--- config.mk ---
export PLATFORM = sky130hd
export DESIGN_NAME = pipeline_hazard_ctrl_flat
export DESIGN_NICKNAME = d
export VERILOG_FILES = /design/src/rtl/pipeline_hazard_ctrl_pkg.sv /design/src/rtl/pipeline_hazard_ctrl_if.sv /design/src/rtl/pipeline_hazard_ctrl_hazard_detect.sv /design/src/rtl/pipeline_hazard_ctrl.sv /design/src/flat_wrapper.sv
export SDC_FILE = /design/constraint.sdc
export NUM_CORES = 1
export LEC_CHECK = 0
export ABC_AREA = 1
export BUFFER_PORTS_ARGS = -buffer_cell sky130_fd_sc_hd__buf_2
export CORE_ASPECT_RATIO = 1.1
export CORE_MARGIN = 2
export CORE_UTILIZATION = 42
export CTS_BUF_LIST = sky130_fd_sc_hd__clkbuf_8 sky130_fd_sc_hd__clkbuf_16
export CTS_CLUSTER_DIAMETER = 150
export DETAILED_ROUTE_END_ITERATION = 10
export PLACE_DENSITY = 0.76
export SYNTH_ARGS = -nofsm -noshare
export SYNTH_HDL_FRONTEND = slang
export SYNTH_SLANG_ARGS = --single-unit
--- constraint.sdc ---
create_clock -name clk -period 1.23 [get_ports clk]
set_input_delay 0.246 -clock clk [delete_from_list [all_inputs] [get_ports clk]]
set_output_delay 0.246 -clock clk [all_outputs]
set_load 0.05 [all_outputs]
--- src/rtl/pipeline_hazard_ctrl_pkg.sv ---
// Shared SimpleRISC definitions: opcodes, instruction field ranges and the
// hazard sequencer state encoding.
package pipeline_hazard_ctrl_pkg;

    // Opcodes (inst[31:27]); ALU ops occupy 0..12 (add .. asr)
    localparam logic [4:0] OpcAdd  = 5'd0;
    localparam logic [4:0] OpcAsr  = 5'd12;
    localparam logic [4:0] OpcNop  = 5'd13;
    localparam logic [4:0] OpcLd   = 5'd14;
    localparam logic [4:0] OpcSt   = 5'd15;
    localparam logic [4:0] OpcBeq  = 5'd16;
    localparam logic [4:0] OpcBgt  = 5'd17;
    localparam logic [4:0] OpcB    = 5'd18;
    localparam logic [4:0] OpcCall = 5'd19;
    localparam logic [4:0] OpcRet  = 5'd20;

    // Instruction field bit ranges
    localparam int unsigned OpcHi = 31;
    localparam int unsigned OpcLo = 27;
    localparam int unsigned ImmB  = 26;
    localparam int unsigned RdHi  = 25;
    localparam int unsigned RdLo  = 22;
    localparam int unsigned Rs1Hi = 21;
    localparam int unsigned Rs1Lo = 18;
    localparam int unsigned Rs2Hi = 17;
    localparam int unsigned Rs2Lo = 14;

    typedef enum logic [1:0] {
        StRun     = 2'd0,
        StMemWait = 2'd1,
        StHalt    = 2'd2
    } hazard_state_e;

    function automatic logic [4:0] get_opc(input logic [31:0] inst);
        return inst[OpcHi:OpcLo];
    endfunction

endpackage

--- src/rtl/pipeline_hazard_ctrl_if.sv ---
// Control bundle between the hazard sequencer and the pipeline/fetch unit.
// HAZARD_STATS_EN adds the saturating stall/flush statistics counters.
interface pipeline_hazard_ctrl_if
`ifdef HAZARD_STATS_EN
    #(parameter int unsigned STAT_W = 16)
`endif
    ;
    logic [31:0] of_inst;
    logic        of_valid;
    logic        ex_is_ld;
    logic [3:0]  ex_rd;
    logic        br_taken_ex;
    logic        mem_busy;
    logic        stop;
    logic        br_redirect;
    logic        if_of_hold;
    logic        of_ex_bubble;
    logic        freeze;
    logic        flush;
    logic        halted;
    logic        mem_err;
`ifdef HAZARD_STATS_EN
    logic [STAT_W-1:0] stall_cnt;
    logic [STAT_W-1:0] flush_cnt;
`endif

    // Pipeline side: drives status, consumes controls
    modport master (
        output of_inst, of_valid, ex_is_ld, ex_rd, br_taken_ex, mem_busy,
        input  stop, br_redirect, if_of_hold, of_ex_bubble, freeze, flush, halted, mem_err
`ifdef HAZARD_STATS_EN
        , input stall_cnt, flush_cnt
`endif
    );

    // Sequencer side
    modport slave (
        input  of_inst, of_valid, ex_is_ld, ex_rd, br_taken_ex, mem_busy,
        output stop, br_redirect, if_of_hold, of_ex_bubble, freeze, flush, halted, mem_err
`ifdef HAZARD_STATS_EN
        , output stall_cnt, flush_cnt
`endif
    );

endinterface

--- src/rtl/pipeline_hazard_ctrl_hazard_detect.sv ---
// Operand-source decode for the OF-stage instruction and load-use compare
// against the EX-stage load destination.
module pipeline_hazard_ctrl_hazard_detect
    import pipeline_hazard_ctrl_pkg::*;
(
    input  logic [4:0] opc,
    input  logic       imm,
    input  logic [3:0] rd,
    input  logic [3:0] rs1,
    input  logic [3:0] rs2,
    input  logic       of_valid,
    input  logic       ex_is_ld,
    input  logic [3:0] ex_rd,
    output logic       load_use
);

    logic is_alu;
    logic uses_rs1;
    logic uses_rs2;
    logic uses_rd;

    // Which register fields are real sources; st reads its data from rd
    always_comb begin
        is_alu   = (opc <= OpcAsr);
        uses_rs1 = is_alu | (opc == OpcLd) | (opc == OpcSt);
        uses_rs2 = is_alu & ~imm;
        uses_rd  = (opc == OpcSt);
        load_use = of_valid & ex_is_ld &
                   ((uses_rs1 & (rs1 == ex_rd)) |
                    (uses_rs2 & (rs2 == ex_rd)) |
                    (uses_rd  & (rd  == ex_rd)));
    end

endmodule

--- src/rtl/pipeline_hazard_ctrl.sv ---
// Stall/flush sequencer for the 5-stage SimpleRISC pipeline: memory-wait FSM
// with watchdog, branch flush, load-use bubble and HALT.
// Optional feature macro: HAZARD_STATS_EN (stall_cnt / flush_cnt counters).
module pipeline_hazard_ctrl
    import pipeline_hazard_ctrl_pkg::*;
#(
    parameter logic [4:0]  HALT_OPCODE = 5'b11111,
    parameter int unsigned MEM_TIMEOUT = 16
`ifdef HAZARD_STATS_EN
    , parameter int unsigned STAT_W = 16
`endif
) (
    input  logic                   clk,
    input  logic                   rst,
    pipeline_hazard_ctrl_if.slave  bus
);

    hazard_state_e state_q, state_d;
    logic [7:0]    wdog_q, wdog_d;
    logic          mem_err_q, mem_err_d;
    logic          load_use;
    logic          run_eval;
    logic          halt_hit;
    logic          stop, br_redirect, if_of_hold, of_ex_bubble, freeze, flush;
    logic          unused_imm_bits;

    assign unused_imm_bits = ^bus.of_inst[Rs2Lo-1:0];

    pipeline_hazard_ctrl_hazard_detect u_hazard_detect (
        .opc      (get_opc(bus.of_inst)),
        .imm      (bus.of_inst[ImmB]),
        .rd       (bus.of_inst[RdHi:RdLo]),
        .rs1      (bus.of_inst[Rs1Hi:Rs1Lo]),
        .rs2      (bus.of_inst[Rs2Hi:Rs2Lo]),
        .of_valid (bus.of_valid),
        .ex_is_ld (bus.ex_is_ld),
        .ex_rd    (bus.ex_rd),
        .load_use (load_use)
    );

    assign halt_hit = bus.of_valid & (get_opc(bus.of_inst) == HALT_OPCODE);

    // Next-state, watchdog and prioritised control outputs
    always_comb begin
        state_d      = state_q;
        wdog_d       = wdog_q;
        mem_err_d    = mem_err_q;
        run_eval     = 1'b0;
        stop         = 1'b0;
        br_redirect  = 1'b0;
        if_of_hold   = 1'b0;
        of_ex_bubble = 1'b0;
        freeze       = 1'b0;
        flush        = 1'b0;
        unique case (state_q)
            StRun: begin
                if (bus.mem_busy) begin
                    freeze     = 1'b1;
                    stop       = 1'b1;
                    if_of_hold = 1'b1;
                    wdog_d     = 8'd1;
                    state_d    = StMemWait;
                end else begin
                    run_eval = 1'b1;
                end
            end
            StMemWait: begin
                if (bus.mem_busy) begin
                    freeze     = 1'b1;
                    stop       = 1'b1;
                    if_of_hold = 1'b1;
                    if (wdog_q == 8'(MEM_TIMEOUT)) begin
                        mem_err_d = 1'b1;
                        state_d   = StHalt;
                    end else begin
                        wdog_d = wdog_q + 8'd1;
                    end
                end else begin
                    // Memory released: behave as RUN in this very cycle
                    run_eval = 1'b1;
                    wdog_d   = 8'd0;
                    state_d  = StRun;
                end
            end
            StHalt: begin
                stop         = 1'b1;
                if_of_hold   = 1'b1;
                of_ex_bubble = 1'b1;
            end
            default: state_d = StRun;
        endcase

        if (run_eval) begin
            if (bus.br_taken_ex) begin
                br_redirect = 1'b1;
                flush       = 1'b1;
            end else if (load_use) begin
                stop         = 1'b1;
                if_of_hold   = 1'b1;
                of_ex_bubble = 1'b1;
            end else if (halt_hit) begin
                stop         = 1'b1;
                if_of_hold   = 1'b1;
                of_ex_bubble = 1'b1;
                state_d      = StHalt;
            end
        end
    end

    // State, watchdog and sticky error registers
    always_ff @(posedge clk) begin
        if (rst) begin
            state_q   <= StRun;
            wdog_q    <= 8'd0;
            mem_err_q <= 1'b0;
        end else begin
            state_q   <= state_d;
            wdog_q    <= wdog_d;
            mem_err_q <= mem_err_d;
        end
    end

    assign bus.stop         = stop;
    assign bus.br_redirect  = br_redirect;
    assign bus.if_of_hold   = if_of_hold;
    assign bus.of_ex_bubble = of_ex_bubble;
    assign bus.freeze       = freeze;
    assign bus.flush        = flush;
    assign bus.halted       = (state_q == StHalt);
    assign bus.mem_err      = mem_err_q;

`ifdef HAZARD_STATS_EN
    logic [STAT_W-1:0] stall_cnt_q;
    logic [STAT_W-1:0] flush_cnt_q;

    // Saturating statistics; HALT stop cycles are not stalls
    always_ff @(posedge clk) begin
        if (rst) begin
            stall_cnt_q <= '0;
            flush_cnt_q <= '0;
        end else begin
            if (stop && (state_q != StHalt) && !(&stall_cnt_q)) begin
                stall_cnt_q <= stall_cnt_q + 1'b1;
            end
            if (flush && !(&flush_cnt_q)) begin
                flush_cnt_q <= flush_cnt_q + 1'b1;
            end
        end
    end

    assign bus.stall_cnt = stall_cnt_q;
    assign bus.flush_cnt = flush_cnt_q;
`endif

endmodule

--- src/flat_wrapper.sv ---
// flat-port wrapper written by rule: the top's interface ports become plain ports
module pipeline_hazard_ctrl_flat import pipeline_hazard_ctrl_pkg::*;
#(
    parameter logic [4:0]  HALT_OPCODE = 5'b11111,
    parameter int unsigned MEM_TIMEOUT = 16

)
  (clk, rst, bus_of_inst, bus_of_valid, bus_ex_is_ld, bus_ex_rd, bus_br_taken_ex, bus_mem_busy, bus_stop, bus_br_redirect, bus_if_of_hold, bus_of_ex_bubble, bus_freeze, bus_flush, bus_halted, bus_mem_err);
  pipeline_hazard_ctrl_if bus_i ();
  input  logic clk;
  input  logic rst;
  input wire logic [$bits(bus_i.of_inst)-1:0] bus_of_inst;
  input wire logic [$bits(bus_i.of_valid)-1:0] bus_of_valid;
  input wire logic [$bits(bus_i.ex_is_ld)-1:0] bus_ex_is_ld;
  input wire logic [$bits(bus_i.ex_rd)-1:0] bus_ex_rd;
  input wire logic [$bits(bus_i.br_taken_ex)-1:0] bus_br_taken_ex;
  input wire logic [$bits(bus_i.mem_busy)-1:0] bus_mem_busy;
  output wire logic [$bits(bus_i.stop)-1:0] bus_stop;
  output wire logic [$bits(bus_i.br_redirect)-1:0] bus_br_redirect;
  output wire logic [$bits(bus_i.if_of_hold)-1:0] bus_if_of_hold;
  output wire logic [$bits(bus_i.of_ex_bubble)-1:0] bus_of_ex_bubble;
  output wire logic [$bits(bus_i.freeze)-1:0] bus_freeze;
  output wire logic [$bits(bus_i.flush)-1:0] bus_flush;
  output wire logic [$bits(bus_i.halted)-1:0] bus_halted;
  output wire logic [$bits(bus_i.mem_err)-1:0] bus_mem_err;
  assign bus_i.of_inst = bus_of_inst;
  assign bus_i.of_valid = bus_of_valid;
  assign bus_i.ex_is_ld = bus_ex_is_ld;
  assign bus_i.ex_rd = bus_ex_rd;
  assign bus_i.br_taken_ex = bus_br_taken_ex;
  assign bus_i.mem_busy = bus_mem_busy;
  assign bus_stop = bus_i.stop;
  assign bus_br_redirect = bus_i.br_redirect;
  assign bus_if_of_hold = bus_i.if_of_hold;
  assign bus_of_ex_bubble = bus_i.of_ex_bubble;
  assign bus_freeze = bus_i.freeze;
  assign bus_flush = bus_i.flush;
  assign bus_halted = bus_i.halted;
  assign bus_mem_err = bus_i.mem_err;
  pipeline_hazard_ctrl #(.HALT_OPCODE(HALT_OPCODE), .MEM_TIMEOUT(MEM_TIMEOUT)) u_core (.clk(clk), .rst(rst), .bus(bus_i));
endmodule
* Word-level counts from Yosys, hierarchy flattened *
Index checks and enable logic that the tools add are counted.

word-level totals
  register bits after elaboration = 11
  input port bits = 42
  output and inout port bits = 8
  word-level logic and storage cells = 61

cells by class
  add/subtract/negate cells = 1
  order comparisons = 1
  equal/unequal tests = 11
  mux-type cells = 28
  bitwise gates (word level) = 12
  reductions and logical operators = 5

operators by type and width
  cell                                                                              count
  8-bit 2-to-1 mux                                                                  3
  8-bit one-hot mux with 2 select lines                                             1
  1-bit 2-to-1 mux                                                                  15
  2-bit 2-to-1 mux                                                                  7
  4-bit == test                                                                     3
  5-bit by 4-bit == test with 1-bit output, second input constant                   2
  8-bit by 1-bit adder with 8-bit output, second input constant                     1
  8-bit by 5-bit == test with 1-bit output, second input constant                   1
  1-bit AND                                                                         7
  2-bit one-hot mux with 3 select lines                                             1
  3-bit AND reduction                                                               2
  5-bit == test, second input constant                                              1
  5-bit by 4-bit less-or-equal comparator with 1-bit output, second input constant  1
  1-bit bitwise OR                                                                  4
  3-bit inequality test, second input constant                                      1
  2-bit by 1-bit == test with 1-bit output, second input constant                   1
  2-bit == test, second input constant                                              1
  2-bit zero test                                                                   1
  2-bit inequality test, second input constant                                      1
  1-bit one-hot mux with 2 select lines                                             1
  2-bit nonzero test                                                                1
  2-bit OR reduction                                                                1
  1-bit inverter                                                                    1

* Logic depth before layout (Yosys ltp) *
  depth after elaboration = 10
  gate-level depth with buffers = 9
  depth with buffers taken out = 9

* By module *
A second synthesis with hierarchy kept.

second synthesis, totals
  cell total of the unflattened synthesis = 188
  area, all modules = 1033.5 um^2

modules (own cells, without submodules)
  module                              instances  cells an instance  area an instance (um^2)  sequential area each (um^2)
  pipeline_hazard_ctrl                1          116                752.0                    220.2
  pipeline_hazard_ctrl_hazard_detect  1          72                 281.5                    0.0

* Worst setup path before layout *
No wires, ideal clock.

  path type = register to output
  start point = register u_core.state_q[1]
  end point = output port bus_stop
  data arrival time = 2051 ps
  data required time = 984 ps
  slack = -1067 ps
  stages on the path, launching flop included = 6
  path buffers = 1
  cells stage by stage = dfxtp_1 > inv_2 > nor2_1 > nor2_1 > nand3_1 > buf_4

between the ends
  elaborated cells between the ends (all ways) = 10
  those cells by class = 2 x eq/ne; 6 x mux; 2 x reduce/logical

RTL lines
  item                                       line                         source
  start: declaration                         pipeline_hazard_ctrl.sv:18   hazard_state_e state_q, state_d;
  start signal: assignment                   pipeline_hazard_ctrl.sv:113  state_q <= StRun;
  start signal: assignment                   pipeline_hazard_ctrl.sv:117  state_q <= state_d;
  2-bit == test (*)                          n/a
  via bus_halted                             flat_wrapper.sv:24           output wire logic [$bits(bus_i.halted)-1:0] bus_halted;
  1-bit one-hot mux with 2 select lines (*)  pipeline_hazard_ctrl.sv:55   unique case (state_q)
  1-bit 2-to-1 mux                           pipeline_hazard_ctrl.sv:101  end else if (halt_hit) begin
  1-bit 2-to-1 mux                           pipeline_hazard_ctrl.sv:97   end else if (load_use) begin
  1-bit 2-to-1 mux                           pipeline_hazard_ctrl.sv:94   if (bus.br_taken_ex) begin
  1-bit 2-to-1 mux (*)                       pipeline_hazard_ctrl.sv:93   if (run_eval) begin
  end: declaration                           flat_wrapper.sv:18           output wire logic [$bits(bus_i.stop)-1:0] bus_stop;

The timed path passes the listed nets; every way through them passes the cells marked *.

* Worst setup path after layout *
  start point = register u_core.state_q[1]
  end point = output port bus_stop

between the ends
  cells in the longest elaborated chain, start to end = 7
  elaborated cells between the ends (all ways) = 10
  those cells by class = 2 x eq/ne; 6 x mux; 2 x reduce/logical

RTL lines
  item                                                                                line
  2-bit by 1-bit == test with 1-bit output / 2-bit zero test (equally long branches)  pipeline_hazard_ctrl.sv:55
  2-bit OR reduction (no line)                                                        n/a
  1-bit one-hot mux with 2 select lines                                               pipeline_hazard_ctrl.sv:55
  1-bit 2-to-1 mux                                                                    pipeline_hazard_ctrl.sv:101
  1-bit 2-to-1 mux                                                                    pipeline_hazard_ctrl.sv:97
  1-bit 2-to-1 mux                                                                    pipeline_hazard_ctrl.sv:94
  1-bit 2-to-1 mux (*)                                                                pipeline_hazard_ctrl.sv:93

Every way passes the cells marked *; elsewhere a longest branch is shown, timed or not.

==> results by group <==
Placement
  • HPWL Detailed: 2210 um
  • Port bufs: 35
  • Post-DP Area: 1570 sq um
  • GP Congestion: 0.853

GRT
  • Number of global-route vias before repair: 1,284
  • GR Util met2: 45.9%
  • GRT Max-Usage Layer: met2
  • Initial antenna violation count: 0
  • GR Layer Usage met1: 25.2%
  • GRT Util Overall: 23.7%
  • Congestion Overflow GR: 0
  • Largest net degree at the start of global routing: 10
  • GR Util met3: 4.19%
  • First-pass GRT wire length: 5330 um

STA
  • Fin crit share: 126%
  • RSZ-0062 raised after global routing: yes
  • Clk_skew: 6.16 ps
  • Fin worst setup slack: -316 ps
  • Final Slew Violations: 0
  • Highest clock rate: 647 MHz
  • Final setup vio count: 16
  • Worst Hold Slack: 333 ps
  • Clock period minus worst slack: 1550 ps
  • Slew HR: 78.9%
  • Hold Vio Cnt, Final: 0
  • Tightest Pin Transition: 314 ps
  • Setup TNS: -2620 ps

Finish
  • Area growth from synthesis to layout: 68.2%
  • Nets: 297
  • Share of cells above drive strength 1: 49.6%
  • Final core utilization: 73.0%
  • Design area: 1810 sq um
  • Antenna Diode Count: 0

Clock tree
  • Number of CTS-inserted buffers: 3
  • CTS tree: yes
  • Clk_lat worst skew: 250 ps
  • Max H-tree Level: 1
  • CTS Hold Bufs: 0
  • Maximum buffer depth of the clock tree: 2
  • Reg clk slew, reported paths: 60 ps
  • Clock sink count: 11
  • CTS Root Cell: clkbuf_8

Status
  • Failing checks: setup timing
  • Outcome: complete, but fails checks

Route
  • WL/cell: 11.8 um
  • 1st-iter DRT viols: 43
  • Post-route DRC: 0
  • Final antenna-violating net count: 0
  • DRT Wirelength: 3350 um
  • Vias per inst: 4.73
  • Via Count: 1,340
  • Drt pass-1 iters: 4

Worst setup path
  • R2R Path End: u_core.wdog_q[0]$_SDFFE_PP0P_
  • Worst Setup Start Kind: flop
  • Type of the worst setup path: flop to primary output
  • Critical Path RT: 980 ps
  • CP Max Fanout: 3
  • Arrival time of the worst setup path: 1300 ps
  • Reg2reg setup slack: -140 ps
  • Reg2Reg Depth: 8
  • RR Startpoint: u_core.state_q[1]$_SDFF_PP0_
  • Worst Setup End Kind: primary output

Worst hold path
  • Min-delay worst type: input pin to flop
  • Worst hold endpoint: u_core.wdog_q[4]$_SDFFE_PP0P_
  • Hold path depth: 2
  • Min-delay src: rst

Floorplanning
  • Num ports: 50
  • Starting density of the core: 43.4%
  • Height of the die: 57.0 um
  • Cell Rows: 19
  • Die Span X: 52.2 um
  • Placeable Area: 2470 sq um
  • Die Area: 2980 sq um

Power
  • Clock Power Share: 33.7%
  • Power per Cell Area: 630 nW/um^2
  • Peak VDD IR: 0.999 mV
  • Reg power frac: 32.4%
  • Logic pwr share: 34.0%
  • Psw: 383 uW
  • Lkg Pwr: 0.00101 uW
  • Pint: 755 uW
  • Switching share of power: 33.6%

Synth
  • Count of cell types in the netlist: 25
  • Avg Inst Size Synth: 5.87 sq um
  • Yosys warns: 0
  • Syn Inst Count: 183
  • Post-Syn Area: 1070 sq um
  • #FFs+latches synth: 11
  • Synth Net Count: 227
  • Sequential-to-total area share from yosys stat: 20.5%

Flow run
  • Max Cap Viol: 0
[placed cells by master, fill, tap and decap left out]
master,netlist,layout
dfxtp_1,11,8
nor2_2,1,1
nand2_1,55,51
nor3_4,0,2
nand2_4,1,7
inv_2,7,10
nand3_1,10,8
o21ai_4,0,1
dfxtp_4,0,1
a211oi_2,0,1
nand3_2,1,2
o21ai_2,2,3
nand4_1,6,6
buf_4,3,28
or2_2,1,1
a21oi_1,1,1
a21oi_2,8,8
nor3_1,2,2
xor2_1,1,1
buf_8,0,5
inv_1,31,28
dfxtp_2,0,2
nand2_2,6,4
ha_4,0,2
nor4_1,2,1
nor2_8,1,1
inv_4,0,1
nor2_1,23,19
o21ai_0,4,2
buf_6,0,9
nor2_4,0,4
buf_2,0,27
clkbuf_8,0,3
nand3_4,0,1
nor4_4,0,1
[per-layer routing]
metal	part of all wire [%]	up-vias
li1	-	705
met1	41	588
met2	53	45
met3	5.5	2
met4	0.27	0
met5	0	-
[power by group through the flow]
stage               sequential [uW]  clock, uW  combinational [uW]
floorplan                       378          0                 201
global placement                375          0                 322
detailed placement              375          0                 326
CTS                             368        377                 368
global route                    369        407                 418
finish                          368        383                 386
[timing repair]
action / in CTS / in global routing
endpoints found under the setup margin: 16 / 17
buffers inserted: 3 / 2
pin swaps: 8 / 3
cloned: 0 / 0
gates resized for setup: 35 / 10
[through the flow]
step,setup WS (ps),instances,total power [uW]
after floorplan,-212,183,578
after global placement,-287,275,697
after detailed placement,-290,275,701
after CTS,-275,282,1110
after global routing,-382,283,1190
final,-316,283,1140
[worst max path at each step]
stage                                 startpoint        to  slack, ps  cells past startpoint
global route        u_core.state_q[1]$_SDFF_PP0_  bus_stop       -380                      6
finish              u_core.state_q[1]$_SDFF_PP0_  bus_stop       -320                      6
global placement                 bus_of_inst[30]  bus_stop       -290                      9
CTS                 u_core.state_q[1]$_SDFF_PP0_  bus_stop       -280                      6
floorplan           u_core.state_q[1]$_SDFF_PP0_  bus_stop       -210                      5
detailed placement               bus_of_inst[30]  bus_stop       -290                      9
[flip-flops by register name, summed over array words and instances, names as in the netlist]
name	cells
u_core.wdog_q	8
u_core.state_q	2
u_core.bus.mem_err	1
[final cells by class]
cell class	instances	area, sq um
inverters	38	145
clock inverters	1	3.75
multi-input cells	130	828
flip-flops and latches	11	226
well taps	31	38.8
repair buffers	69	522
clock buffers	3	41.3
fillers	190	667
[logic make-up after synthesis]
kind of cell    share of synthesized area [%]
simple gates                             47.9
buf+inv                                  17.2
fa+ha+maj                                2.33
flops                                    20.5
compound gates                           11.2
xor+xnor                                0.816
[synthesized netlist by cell type, drive strengths merged]
library cell,n,area share [%]
o21ai,6,3.5
ha,2,2.3
xor2,1,0.82
dfxtp,11,21
inv,38,13
nand2,62,24
nand3,11,5.6
nor4,2,1.2
nand4,6,3.5
a21oi,9,7.0
buf,4,4.0
a211oi,1,0.70
nor2,25,10
nor3,4,2.8
or2,1,0.58
[worst max-delay path: stages (launching register included)]
cell and delay [ps]:
dfxtp_4 350, nor2_4 70, inv_2 60, nor4_4 230
nor2_4 70, nand3_4 100, buf_6 170
Note: power is estimated with default switching activity, not from simulation.
